--- config.mk ---
export PLATFORM = sky130hd
export DESIGN_NAME = sevenseg_scan
export DESIGN_NICKNAME = d
export VERILOG_FILES = /design/src/rtl/sevenseg_scan.sv
export SDC_FILE = /design/constraint.sdc
export NUM_CORES = 1
export LEC_CHECK = 0
export CAP_MARGIN = 40
export CORE_MARGIN = 4
export CORE_UTILIZATION = 50
export DETAILED_ROUTE_END_ITERATION = 10
export PLACE_DENSITY = 0.85
export SLEW_MARGIN = 20
export SYNTH_ARGS = -nofsm -noshare
export SYNTH_HDL_FRONTEND = slang
export SYNTH_SLANG_ARGS = --single-unit
--- constraint.sdc ---
create_clock -name clk -period 4.75 [get_ports clk]
set_clock_uncertainty 0.1 [all_clocks]
set_input_delay 1.425 -clock clk [delete_from_list [all_inputs] [get_ports clk]]
set_output_delay 1.425 -clock clk [all_outputs]
set_load 0.03 [all_outputs]
--- src/rtl/sevenseg_scan.sv ---
// Time-multiplexed driver for a common-anode seven-segment display: refresh
// prescaler, digit scan, ghost blanking, leading-zero blanking, BCD decode.
package packs;
  typedef struct packed {
    logic [3:0] digito;
    logic       dp;
  } BCDnumber_t;
endpackage

module sevenseg_scan #(
  parameter int DEC          = 4,
  parameter int REFRESH_DIV  = 50000,
  parameter int BLANK_CYCLES = 500,
  parameter int LZB          = 1
) (
  input  logic                       clk,
  input  logic                       rst,
  input  packs::BCDnumber_t [DEC-1:0] digit,
  output logic [DEC-1:0]             an,
  output logic [6:0]                 seg,
  output logic                       dp_n
);

  localparam int CW = (REFRESH_DIV > 1) ? $clog2(REFRESH_DIV) : 1;
  localparam int IW = (DEC > 1) ? $clog2(DEC) : 1;
  localparam logic [CW-1:0] CNT_LAST = CW'(REFRESH_DIV - 1);
  localparam logic [IW-1:0] IDX_LAST = IW'(DEC - 1);

  logic [CW-1:0]     r_cnt;
  logic [IW-1:0]     r_idx;
  logic              w_blank_phase;
  logic [DEC-1:0]    w_an;
  logic [DEC-1:0]    w_lz;
  logic              w_cur_lz;
  packs::BCDnumber_t w_cur;
  logic [6:0]        w_seg;

  function automatic logic [6:0] decode(input logic [3:0] v);
    case (v)
      4'd0:    decode = 7'b1000000;
      4'd1:    decode = 7'b1111001;
      4'd2:    decode = 7'b0100100;
      4'd3:    decode = 7'b0110000;
      4'd4:    decode = 7'b0011001;
      4'd5:    decode = 7'b0010010;
      4'd6:    decode = 7'b0000010;
      4'd7:    decode = 7'b1111000;
      4'd8:    decode = 7'b0000000;
      4'd9:    decode = 7'b0010000;
      default: decode = 7'b0111111;
    endcase
  endfunction

  // Ghost phase at the start of every slot; absent entirely when BLANK_CYCLES is 0.
  generate
    if (BLANK_CYCLES > 0) begin : g_blank
      localparam logic [CW-1:0] CNT_BLANK = CW'(BLANK_CYCLES);
      assign w_blank_phase = (r_cnt < CNT_BLANK);
    end else begin : g_no_blank
      assign w_blank_phase = 1'b0;
    end
  endgenerate

  // Digit i blanks only if it and every more significant digit are zero.
  always_comb begin
    logic v_run;
    v_run = 1'b1;
    w_lz  = '0;
    for (int i = DEC - 1; i >= 1; i--) begin
      v_run   = v_run & (digit[i].digito == 4'd0);
      w_lz[i] = v_run & (LZB != 0);
    end
  end

  always_comb begin
    w_cur    = digit[0];
    w_cur_lz = 1'b0;
    w_an     = '1;
    for (int i = 0; i < DEC; i++) begin
      if (r_idx == IW'(i)) begin
        w_cur    = digit[i];
        w_cur_lz = w_lz[i];
        w_an[i]  = 1'b0;
      end
    end
    w_seg = w_cur_lz ? 7'h7F : decode(w_cur.digito);
  end

  always_ff @(posedge clk or negedge rst) begin
    if (!rst) begin
      r_cnt <= '0;
      r_idx <= '0;
      an    <= '1;
      seg   <= 7'h7F;
      dp_n  <= 1'b1;
    end else begin
      if (r_cnt == CNT_LAST) begin
        r_cnt <= '0;
        r_idx <= (r_idx == IDX_LAST) ? '0 : r_idx + 1'b1;
      end else begin
        r_cnt <= r_cnt + 1'b1;
      end
      if (w_blank_phase) begin
        an   <= '1;
        seg  <= 7'h7F;
        dp_n <= 1'b1;
      end else begin
        an   <= w_an;
        seg  <= w_seg;
        dp_n <= ~w_cur.dp;
      end
    end
  end

endmodule

==> out/metrics.cfg <==
[timing]
report.final.slew_viol_count=0
setup_viol_count_final=0
timing.max_slew.rel_slack=0.550
setup_total_negative_slack_ps=0
max_slew.worst_pin.slew_ps=670
timing.final.crit_share=0.648
fmax_mhz=325
finalHoldViolCount=0
setup_ws_ps=1670
hold_ws_ps=399
final_period_demand_of_the_worst_path_ps=3080
grt_setup_unrepaired=no

[die]
die_w_microns=64.4
die_y_extent_microns=64.4
io_pins=34
placementRows=20
die_area_sq_um=4150
fp.coreArea_sq_um=3050
starting_density_of_the_core=0.521

[pwr]
ir_drop_mv=0.120
cellPowerDensity_nw_per_um2=222
power.leakage_nw=0.830
final_total_pwr_mw=0.454

[logic_synthesis]
syn_avg_cell_area_sq_um=10.4
syn-cell-area_sq_um=1590
yosysSeqAreaShare=0.481
seq_cells_post_synth=30
synthesis.yosys.warnings=0
syn_inst=153
synth-edff-count=0
syn-num-nets=181
asyncSetResetFlopFracSynth=1.00
ys.flop_type=dfrtp_1
yosys.cell_types.count=36

[global_routing]
antenna_violations_before_repair=0
grt_remaining_overflow=0
grt_pass1_wl_mm=5.70
vias_in_the_first_global_route=1283
grt_start_max_net_pins=16
groute.usage.overall=0.181

[clock_tree]
clock_latency_late_sink_ps=340
cts.path.max_buffers=2
cts_num_sinks=30
clkTransAtPathRegs_ps=100
postCtsHoldBufs=0
cts_resized=0
h-tree-depth=2
clock_tree.root_cell=clkbuf_4
tritoncts_clock_tree=yes
post-cts-setup-buffer-count=0
numCtsBuffers=5

[place]
gp_congestion=0.803
dp.final_hpwl_mm=2.69
dp_cells=229
numPortBuffers=33
pre_cts_ws_ps=1510

[layout]
n_antenna_cell=0
finish.cell_count_without_fillers=237
final.fill_count=251
area_delta_synth_final_pct=28.3
sequential_cell_area_sq_um=766
design.final.nets=220
multi_input_comb_area_sq_um=771
drive_gt1_frac=0.130

[worst_setup_path]
end_kind=output pin
cp_num_buf_inv=1
timing.rr.end=seg[1]$_DFF_PN1_
path_max_fanout=1
r2r.worst_path.cells=7
regToRegStartpoint=r_idx[0]$_DFFE_PN0N_
path_delay_family=buffers and inverters
required_time_at_the_endpoint_of_the_critical_path_ps=3220
worst-r2r-setup-slack_ps=2400
nature_of_the_critical_path_startpoint=flip-flop
worst_ep_arrival_time_ps=1550
startpoint=seg[1]$_DFF_PN1_
slowest_stage=clkdlybuf4s50_1
critPathMaxStageDelay_ps=670
cell_chain_critical_path=clkdlybuf4s50_1
critical_path_class=reg -> out

[routing]
antenna_violation_net_count_after_detailed_routing=0
drt_iter0_markers=46
detail_route.first_pass.iterations=6
routed_via_count_divided_by_cell_count=5.61
postRouteWirelength_mm=3.42
vias=1330
route.detailed.drc=0
route.detailed.wl_per_inst_microns=14.4

[status]
status=finished clean

[hold_path]
hold_start=r_cnt[0]$_DFF_PN0_
worst_hold_path.endpoint=r_cnt[0]$_DFF_PN0_
worst_hold_path_type=reg -> reg
whs_path_depth=1

[job]
drv.max_cap_violation_count=0

==> placed cells by master, fill, tap and decap left out, drive strengths merged, types with 3 or more instances in the layout <==
| cell | n |
|---|---|
| xor2 | 7 |
| a21oi | 6 |
| nor3b | 5 |
| a221o | 4 |
| inv | 10 |
| clkdlybuf4s50 | 33 |
| nor2b | 3 |
| xnor2 | 4 |
| nor2 | 10 |
| nor3 | 3 |
| o21ai | 10 |
| clkbuf | 7 |
| ha | 6 |
| dfrtp | 18 |
| dfstp | 12 |
| mux2i | 6 |
| nand3 | 3 |
| nor4 | 6 |
| nand4 | 5 |
| nand2 | 14 |
==> area by class of cell <==
| cell class | count | share of cell area |
|---|---|---|
| clock inverter | 1 | 0.00245 |
| tap | 44 | 0.0270 |
| multi-input combinational | 110 | 0.377 |
| timing repair buffer | 35 | 0.173 |
| inverter | 10 | 0.0184 |
| sequential | 30 | 0.375 |
| clock buffer | 7 | 0.0270 |
==> sequential cells by signal (all words and copies together) (netlist names) <==
register	count
an	4
r_idx	2
seg	7
dp_n	1
r_cnt	16
==> cells in the mapped netlist, types with 4 or more instances <==
cell | n | area (sq um)
mux2i_1 | 6 | 60.1
nor4_1 | 5 | 31.3
nand4_1 | 5 | 31.3
a221o_1 | 4 | 40.0
dfrtp_1 | 18 | 450
nor2_1 | 10 | 37.5
inv_1 | 10 | 37.5
xor2_1 | 7 | 61.3
nor3b_1 | 5 | 37.5
o21ai_0 | 8 | 40.0
nand2_1 | 14 | 52.6
ha_1 | 6 | 75.1
xnor2_1 | 4 | 35.0
a21oi_1 | 6 | 30.0
dfstp_2 | 12 | 315
==> report_power, final <==
part	switching [mW]	total [mW]	internal, mW
Sequential	0	0.256	0.256
Clock	0.0863	0.158	0.0716
Combinational	0.0173	0.0402	0.0229
==> metrics by stage <==
stage | utilization | instance area [sq um]
5_1_grt | 0.669 | 2040
4_1_cts | 0.669 | 2040
6_report | 0.669 | 2040
2_1_floorplan | - | 1590
3_5_place_dp | 0.649 | 1980
3_3_place_gp | 0.644 | 1970
==> worst max path at each step <==
stage | to | slack, ps | depth (start not counted)
2_1_floorplan | seg[3]$_DFF_PN1_ | 2170 | 6
6_report | seg[1] | 1670 | 1
3_3_place_gp | seg[3]$_DFF_PN1_ | 1630 | 7
4_1_cts | seg[1] | 1660 | 1
3_5_place_dp | seg[1]$_DFF_PN1_ | 1510 | 7
5_1_grt | seg[1] | 1630 | 1
==> cell families after synthesis <==
logic type	Yosys count	share of synthesized area
buffers and inverters	13	0.0346
AND/OR/NAND/NOR	57	0.208
adder cells (fa/ha/maj)	6	0.0472
AO/OA/AOI/OAI	29	0.124
multiplexers	7	0.0448
flip-flops	30	0.481
XOR/XNOR	11	0.0605
==> routing by layer <==
layer / vias to the layer above / wire length [microns] / global-route usage
li1: 640 / - / -
met1: 639 / 1460 / 0.213
met2: 44 / 1720 / 0.305
met3: 7 / 173 / 0.0572
met4: 0 / 61 / 0.0739
met5: - / 0 / 0
Note: power is estimated with default switching activity, not from simulation.
